**config.mk**
```make
export PLATFORM = sky130hd
export DESIGN_NAME = booth
export DESIGN_NICKNAME = d
export VERILOG_FILES = /design/src/rtl/booth_pkg.sv /design/src/rtl/booth_ctrl.sv /design/src/rtl/booth_dp.sv /design/src/rtl/booth.sv
export SDC_FILE = /design/constraint.sdc
export NUM_CORES = 1
export LEC_CHECK = 0
export CAP_MARGIN = 40
export CORE_MARGIN = 5
export CORE_UTILIZATION = 32
export DETAILED_ROUTE_END_ITERATION = 10
export PLACE_DENSITY_LB_ADDON = 0.25
export SLEW_MARGIN = 0
export SYNTH_ARGS = -nofsm -noshare
export SYNTH_HDL_FRONTEND = slang
export SYNTH_SLANG_ARGS = --single-unit
```
**constraint.sdc**
```tcl
create_clock -name clk -period 5.26 [get_ports clk]
set_input_delay 0.789 -clock clk [delete_from_list [all_inputs] [get_ports clk]]
set_output_delay 0.789 -clock clk [all_outputs]
set_load 0.1 [all_outputs]
```
**src/rtl/booth_pkg.sv**
```systemverilog
// Shared widths, state encodings, control-bit indices and the Booth step
// function for the sequential 8x8 signed multiplier.
package booth_pkg;

  localparam int WIDTH = 8;
  localparam int ITERS = 8;
  localparam int CNT_W = $clog2(ITERS);
  localparam int C_W   = 8;

  // Raw encodings kept as plain constants so older blocks can compare
  // against them without pulling in the enum type.
  localparam logic [2:0] S_IDLE   = 3'd0;
  localparam logic [2:0] S_WAIT_Q = 3'd1;
  localparam logic [2:0] S_LOAD_Q = 3'd2;
  localparam logic [2:0] S_ITER   = 3'd3;
  localparam logic [2:0] S_OUT_HI = 3'd4;
  localparam logic [2:0] S_OUT_LO = 3'd5;

  typedef enum logic [2:0] {
    IDLE   = S_IDLE,
    WAIT_Q = S_WAIT_Q,
    LOAD_Q = S_LOAD_Q,
    ITER   = S_ITER,
    OUT_HI = S_OUT_HI,
    OUT_LO = S_OUT_LO
  } state_e;

  // Control vector bit positions
  localparam int C_LD_M   = 0;
  localparam int C_LD_Q   = 1;
  localparam int C_ADD    = 2;
  localparam int C_SUB    = 3;
  localparam int C_SHIFT  = 4;
  localparam int C_COUNT  = 5;
  localparam int C_OUT_HI = 6;
  localparam int C_OUT_LO = 7;

  // Working register set {A, Q, Q_1}; A carries one guard bit so that
  // A - M never overflows when M = -128.
  typedef struct packed {
    logic [WIDTH:0]   a;
    logic [WIDTH-1:0] q;
    logic             q_1;
  } booth_acc_t;

  // One radix-2 Booth iteration: optional add/subtract of the sign-extended
  // multiplicand followed by an arithmetic right shift of {A, Q, Q_1}.
  function automatic booth_acc_t booth_step(input booth_acc_t       cur,
                                            input logic [WIDTH-1:0] m,
                                            input logic             add,
                                            input logic             sub);
    booth_acc_t     nxt;
    logic [WIDTH:0] m9;
    logic [WIDTH:0] sum;
    m9  = {m[WIDTH-1], m};
    sum = cur.a;
    if (add) begin
      sum = cur.a + m9;
    end else if (sub) begin
      sum = cur.a - m9;
    end
    nxt.a   = {sum[WIDTH], sum[WIDTH:1]};
    nxt.q   = {sum[0], cur.q[WIDTH-1:1]};
    nxt.q_1 = cur.q[0];
    return nxt;
  endfunction

endpackage

```
**src/rtl/booth_ctrl.sv**
```systemverilog
// Sequencing FSM for the Booth multiplier. Produces the control vector c
// as a combinational decode of the registered state.
//
//   state  | meaning
//   -------+-----------------------------------------------------------
//   IDLE   | waiting for enable; M captured on the enable edge
//   WAIT_Q | one dead cycle while the bus master switches to Q
//   LOAD_Q | capture Q, clear A / Q_1 / iteration counter
//   ITER   | add/sub + arithmetic shift, eight passes
//   OUT_HI | product high byte on outbus, done high
//   OUT_LO | product low byte on outbus, then back to IDLE
module booth_ctrl
  import booth_pkg::*;
(
  input  logic           clk,
  input  logic           rst_n,
  input  logic           enable,
  input  logic           q0,
  input  logic           q_1,
  input  logic           last_iter,
  output logic [C_W-1:0] c
);

  state_e state_q;
  state_e state_d;

  // Next-state logic; enable only matters in IDLE
  always_comb begin
    state_d = state_q;
    case (state_q)
      IDLE:    if (enable) state_d = WAIT_Q;
      WAIT_Q:  state_d = LOAD_Q;
      LOAD_Q:  state_d = ITER;
      ITER:    if (last_iter) state_d = OUT_HI;
      OUT_HI:  state_d = OUT_LO;
      OUT_LO:  state_d = IDLE;
      default: state_d = IDLE;
    endcase
  end

  // State register
  always_ff @(posedge clk or negedge rst_n) begin
    if (!rst_n) begin
      state_q <= IDLE;
    end else begin
      state_q <= state_d;
    end
  end

  // Control decode; forced to zero while reset is held so nothing on the
  // output bus can leak during an asynchronous reset. In IDLE only the
  // start strobe itself raises the M-load bit.
  always_comb begin
    c = '0;
    if (rst_n) begin
      case (state_q)
        IDLE:   c[C_LD_M] = enable;
        LOAD_Q: c[C_LD_Q] = 1'b1;
        ITER: begin
          c[C_ADD]   = ~q0 &  q_1;
          c[C_SUB]   =  q0 & ~q_1;
          c[C_SHIFT] = 1'b1;
          c[C_COUNT] = 1'b1;
        end
        OUT_HI:  c[C_OUT_HI] = 1'b1;
        OUT_LO:  c[C_OUT_LO] = 1'b1;
        default: c = '0;
      endcase
    end
  end

endmodule

```
**src/rtl/booth_dp.sv**
```systemverilog
// Booth datapath: operand/accumulator registers, iteration counter and the
// output byte mux, all steered by the control vector c.
module booth_dp
  import booth_pkg::*;
(
  input  logic             clk,
  input  logic             rst_n,
  input  logic [C_W-1:0]   c,
  input  logic [WIDTH-1:0] inbus,
  output logic             q0,
  output logic             q_1,
  output logic             last_iter,
  output logic             done,
  output logic [WIDTH-1:0] outbus
);

  logic [WIDTH-1:0] m_q,   m_d;
  logic [WIDTH:0]   a_q,   a_d;
  logic [WIDTH-1:0] q_q,   q_d;
  logic             q_1_q, q_1_d;
  logic [CNT_W-1:0] cnt_q, cnt_d;

  booth_acc_t acc_cur;
  booth_acc_t acc_nxt;

  // Operand load, Booth step and counter update
  always_comb begin
    m_d     = m_q;
    a_d     = a_q;
    q_d     = q_q;
    q_1_d   = q_1_q;
    cnt_d   = cnt_q;
    acc_cur = '{a: a_q, q: q_q, q_1: q_1_q};
    acc_nxt = booth_step(acc_cur, m_q, c[C_ADD], c[C_SUB]);

    if (c[C_LD_M]) begin
      m_d = inbus;
    end

    if (c[C_LD_Q]) begin
      a_d   = '0;
      q_d   = inbus;
      q_1_d = 1'b0;
    end else if (c[C_SHIFT]) begin
      a_d   = acc_nxt.a;
      q_d   = acc_nxt.q;
      q_1_d = acc_nxt.q_1;
    end

    if (c[C_LD_Q]) begin
      cnt_d = '0;
    end else if (c[C_COUNT]) begin
      cnt_d = cnt_q + CNT_W'(1);
    end
  end

  // Datapath registers; they hold their values between operations
  always_ff @(posedge clk or negedge rst_n) begin
    if (!rst_n) begin
      m_q   <= '0;
      a_q   <= '0;
      q_q   <= '0;
      q_1_q <= 1'b0;
      cnt_q <= '0;
    end else begin
      m_q   <= m_d;
      a_q   <= a_d;
      q_q   <= q_d;
      q_1_q <= q_1_d;
      cnt_q <= cnt_d;
    end
  end

  // Status back to the FSM and the byte-wide result port
  always_comb begin
    q0        = q_q[0];
    q_1       = q_1_q;
    last_iter = (cnt_q == CNT_W'(ITERS - 1));
    done      = c[C_OUT_HI];
    outbus    = '0;
    if (c[C_OUT_HI]) begin
      outbus = a_q[WIDTH-1:0];
    end else if (c[C_OUT_LO]) begin
      outbus = q_q;
    end
  end

endmodule

```
**src/rtl/booth.sv**
```systemverilog
// Sequential 8x8 signed radix-2 Booth multiplier on a shared byte bus.
// M then Q arrive on inbus; the 16-bit product leaves high byte first.
module booth
  import booth_pkg::*;
(
  input  logic             clk,
  input  logic             rst_n,
  input  logic             enable,
  input  logic [WIDTH-1:0] inbus,
  output logic             done,
  output logic [WIDTH-1:0] outbus
);

  logic [C_W-1:0] c;
  logic           q0;
  logic           q_1;
  logic           last_iter;

  booth_ctrl u_ctrl (
    .clk       (clk),
    .rst_n     (rst_n),
    .enable    (enable),
    .q0        (q0),
    .q_1       (q_1),
    .last_iter (last_iter),
    .c         (c)
  );

  booth_dp u_dp (
    .clk       (clk),
    .rst_n     (rst_n),
    .c         (c),
    .inbus     (inbus),
    .q0        (q0),
    .q_1       (q_1),
    .last_iter (last_iter),
    .done      (done),
    .outbus    (outbus)
  );

endmodule

```
# Yosys cells after proc, flatten, opt, wreduce, memory -nomap -nowiden
# Index checks and enable logic that the tools add are counted.
dict set report totals {
  elab_cells 46
  regBits 32
  output_inout_bits 9
  n_memories 0
  romBits 0
  ramBits 0
  latchBits 0
  inputBits 11
}
dict set report op_classes {
  shifts 0
  bitwise 4
  muxes 21
  addsub 3
  div_mod_pow 0
  n_mul 0
  magnitude_cmp 0
  eq_ne 8
  n_reduce_logical 4
}
# op n
set ops {}
lappend ops {{$mux 8} 5}
lappend ops {{$mux 9} 4}
lappend ops {{$pmux 3 s5} 1}
lappend ops {{$mux 3} 4}
lappend ops {{$add 9x9->9} 1}
lappend ops {{$eq 3x3->1 const B} 3}
lappend ops {{$sub 9x9->9} 1}
lappend ops {{$eq 3x2->1 const B} 2}
lappend ops {{$mux 1} 6}
lappend ops {{$mux 4} 1}
lappend ops {{$ne 2x2->1 const B} 2}
lappend ops {{$reduce_bool 2->1} 2}
lappend ops {{$add 3x1->3 const B} 1}
lappend ops {{$eq 3x1->1 const B} 1}
lappend ops {{$logic_not 3->1} 1}
lappend ops {{$and 1x1->1} 2}
lappend ops {{$not 1->1} 2}
lappend ops {{$reduce_and 2->1} 1}

# Longest topological paths before layout
dict set report logic_depth {
  depth_word 8
  mapped_depth 10
  depth_no_buf 10
}

# Cells and area by module
# A second synthesis with hierarchy kept.
dict set report hier_totals {
  hier_cells 279
  hier_area_um2 2342.2
}
# mod cells_each instances seq_area_each_um2 area_each_um2
set by_module_without_submodules {}
lappend by_module_without_submodules {booth_dp 257 1 700.7 2127.0}
lappend by_module_without_submodules {booth_ctrl 22 1 75.1 215.2}

# Worst setup path after synthesis
# No wires, ideal clock.
dict set report synth_timing {
  kind {input to output}
  startpoint {input port rst_n}
  endpoint {output port outbus[0]}
  arrival_ps 2282
  required_ps 4471
  path_stages 2
  slack_ps 2189
  n_path_buf 0
  cell_sequence {nand3b_1 -> nor2_1}
}
dict set report synth_via {
  elab_chain_cells 3
}
# item line
set synth_lines {}
lappend synth_lines {{from (decl)} booth.sv:7} ;# input logic rst_n,
lappend synth_lines {{$mux 8 *} booth_ctrl.sv:55} ;# if (rst_n) begin
lappend synth_lines {{$mux 8} booth_dp.sv:83} ;# end else if (c[C_OUT_LO]) begin
lappend synth_lines {{$mux 8 *} booth_dp.sv:81} ;# if (c[C_OUT_HI]) begin
lappend synth_lines {{to (decl)} booth.sv:11} ;# output logic [WIDTH-1:0] outbus
# Every way passes the cells marked *; elsewhere a longest branch is shown, timed or not.

# Worst setup path in the final report
dict set report layout_timing {
  startpoint {input port rst_n}
  endpoint {output port done}
}
dict set report layout_via {
  elab_chain_cells 1
}
# item line
set layout_lines {}
lappend layout_lines {{$mux 8} booth_ctrl.sv:55}
lappend layout_lines {{to (decl)} booth.sv:10} ;# output logic done,
# Every way passes these cells.

==> flow_summary.yaml <==
run_status:
  status: "complete, no violations"
synth:
  synth_flop_cell: "dfrtp_1"
  synth_seq_cells: 31
  yosys-top-cells-area: "dfrtp_1 (34%), ha_1 (9.8%), mux2i_1 (6.6%)"
  async_reset_ff_frac: 1.000
  synth.most_common_cell: "dfrtp_1"
  synth.distinct_cells: 52
  syn_inst: 251
  synth.area.mux_share: 0.1049
  synthesis.nets: 282
  avgSynthCellArea_um2: 9.122
  synthXorXnorAreaFrac: 0.02295
  synth_top_family_by_area: "compound AO/OA/AOI/OAI gates"
  synthSimpleGateAreaFrac: 0.1585
  yosysSeqAreaShare: 0.3388
  synth_enable_flop_cells: 0
  yosysWarnings: 0
  synth-compound-area-share: 0.2071
  yosysTopAreaCellShare: 0.3388
  synth_common_cells: "dfrtp_1 (31), o21ai_0 (26), nand2_1 (23)"
  synthAdderAreaFrac: 0.1158
  syn_area_um2: 2290
  yosysTopAreaCell: "dfrtp_1"
sta:
  slew_viol_final: 0
  max_freq_ghz: 0.3389
  fin_crit_ns: 2.951
  finalCritPeriodShare: 0.5610
  slew_headroom: 0.4539
  tightest_slew_ns: 0.8171
  hold_viol: 0
  tns_ns: 0
  finalWorstSetupSlack_ns: 2.309
  fin_skew_ns: 0.008962
  finalSetupViolCount: 0
  rsz0062_at_grt: "no"
global_routing:
  grt-ovfl-total: 0
  grt_pass1_vias: 1851
  grt_pass1_wl_mm: 9.349
  grt_max_degree: 35
  antenna_found_initial: 0
  grtUsageTotal: 0.1319
route:
  antenna_left: 0
  routed_via_density: 5.127
  first_iter_violations: 160
  vias: 1861
  post-route-drc-count: 0
  drt-total-wl_mm: 5.403
  avgRoutedWirePerCell_um: 14.88
  drtPass1Iterations: 4
worst_setup_path:
  ff2ff_path_depth: 10
  cp-startpoint: "rst_n"
  cp_common_cell: "buf_4"
  critPathArrivalTime_ns: 2.16
  worstSetupPathType: "in2out"
  cp-start-kind: "primary input"
  slowest_stage: "clkdlybuf4s50_1"
  r2r_start: "u_dp.a_q[0]$_DFFE_PN0P_"
  cp.required_ns: 4.47
  r2r_setup_slack_ns: 2.75
  crit_fanout: 34
  r2r-end: "u_dp.a_q[5]$_DFFE_PN0P_"
  endpoint: "done"
  slowest_delay_ns: 0.47
  cp-end-kind: "primary output"
  crit_chain: "clkdlybuf4s50_1 -> buf_4 -> and3_1 -> buf_4"
power:
  peakVddDrop_v: 0.0002146
  p_leak_nw: 1.246
  power_density_nw_per_um2: 544.5
floorplan:
  num_rows: 30
  die_area_um2: 8947
  start_util: 0.3333
  die_h_um: 94.59
  io-pin-count: 20
  core_area_um2: 6869
  die_x_um: 94.59
clocking:
  cts_tree: "built"
  clock_latency_ns: 0.28
  clockBufferDepth: 2
  cts-buffers-inserted: 5
  clk_pin_slew_worst_paths_ns: 0.06
  htree_levels: 2
  cts_setup_buffers: 0
  clkSinkCount: 31
  ctsHoldBuffers: 0
  cts-root-buf: "clkbuf_8"
  post_cts_resized: 0
run:
  max_cap_violations: 0
cells_and_area:
  drive_gt1_frac: 0.1124
  diodes: 0
  finalNetCount: 298
  synthToLayoutAreaGrowth_pct: 15.03
placement:
  routabilityCongestion: 0.8617
  hpwlAfterDp_mm: 4.168
  io_buffers: 19
  dp_slack_ns: 1.999
worst_hold_path:
  hp-class: "reg2reg"
[report_power, final]
part / internal [mW] / switching, mW
registers: 0.334 / 0.122
clock network: 0.103 / 0.0884
logic: 0.346 / 0.441
[through the flow]
stage | hold WS, ns | utilization | cells | power, mW | instance area (um^2)
floorplan | 0.4672 | - | 251 | 1.048 | 2290
global placement | 0.4958 | 0.3667 | 355 | 1.237 | 2519
detailed placement | 0.4978 | 0.3707 | 356 | 1.249 | 2546
CTS | 0.5129 | 0.3834 | 363 | 1.448 | 2634
global route | 0.5293 | 0.3834 | 363 | 1.582 | 2634
finish | 0.5075 | 0.3834 | 363 | 1.434 | 2634
[registers in the layout (all words and copies together) (netlist names)]
| signal | cells |
|---|---|
| u_dp.q_q | 8 |
| u_dp.m_q | 8 |
| u_dp.cnt_q | 3 |
| u_dp.q_1 | 1 |
| u_ctrl.state_q | 3 |
| u_dp.a_q | 8 |
[area by class of cell]
type                            instances  area [um^2]
Multi-Input combinational cell        194         1395
Clock buffer                            6        82.58
Clock inverter                          1        5.005
Sequential cell                        31        775.7
Timing Repair Buffer                   21        202.7
Inverter                               14        52.55
Fill cell                             690         4235
Tap cell                               96        120.1
[layer usage]
metal	up-vias	track usage	wire length, um
met3	6	0.02629	213
met2	46	0.2039	2477
li1	939	-	-
met1	870	0.1870	2650
met5	-	0	0
met4	0	0.03606	61
[layout by cell type (no fill, tap or decap), drive strengths merged, types with 10 or more instances in the layout]
| cell type | synthesis | routed |
|---|---|---|
| buf | 8 | 11 |
| clkdlybuf4s50 | 0 | 10 |
| dfrtp | 31 | 31 |
| ha | 18 | 18 |
| inv | 14 | 14 |
| mux2i | 15 | 15 |
| nand2 | 23 | 23 |
| nor2 | 20 | 20 |
| o21ai | 27 | 27 |
[worst max-delay path: cells and delay by family]
kind,cells,cell delay [ns]
and+or+nand+nor,1,0.22
buffers and inverters,3,1.13
[cell families (layout without fill, tap and decap cells)]
logic type                 count (synthesis)  count (layout)
and+or+nand+nor                           75              75
adders and majority gates                 20              20
buffers and inverters                     26              42
DFF                                       31              31
muxes                                     23              23
AOI/OAI and AO/OA                         70              70
xor gates and xnor gates                   6               6
[worst min-delay path by stage]
| stage | cells past startpoint | slack (ns) | startpoint | end |
|---|---|---|---|---|
| 3_5_place_dp | 1 | 0.50 | u_dp.cnt_q[1]$_DFFE_PN0P_ | u_dp.cnt_q[1]$_DFFE_PN0P_ |
| 2_1_floorplan | 1 | 0.47 | u_dp.cnt_q[0]$_DFFE_PN0P_ | u_dp.cnt_q[0]$_DFFE_PN0P_ |
| 6_report | 1 | 0.51 | u_dp.cnt_q[0]$_DFFE_PN0P_ | u_dp.cnt_q[0]$_DFFE_PN0P_ |
| 4_1_cts | 1 | 0.51 | u_dp.cnt_q[0]$_DFFE_PN0P_ | u_dp.cnt_q[0]$_DFFE_PN0P_ |
| 3_3_place_gp | 2 | 0.50 | u_dp.q_q[4]$_DFFE_PN0P_ | u_dp.q_q[4]$_DFFE_PN0P_ |
| 5_1_grt | 1 | 0.53 | u_dp.cnt_q[2]$_DFFE_PN0P_ | u_dp.cnt_q[2]$_DFFE_PN0P_ |
No activity file was read; power rests on OpenSTA's default activity.
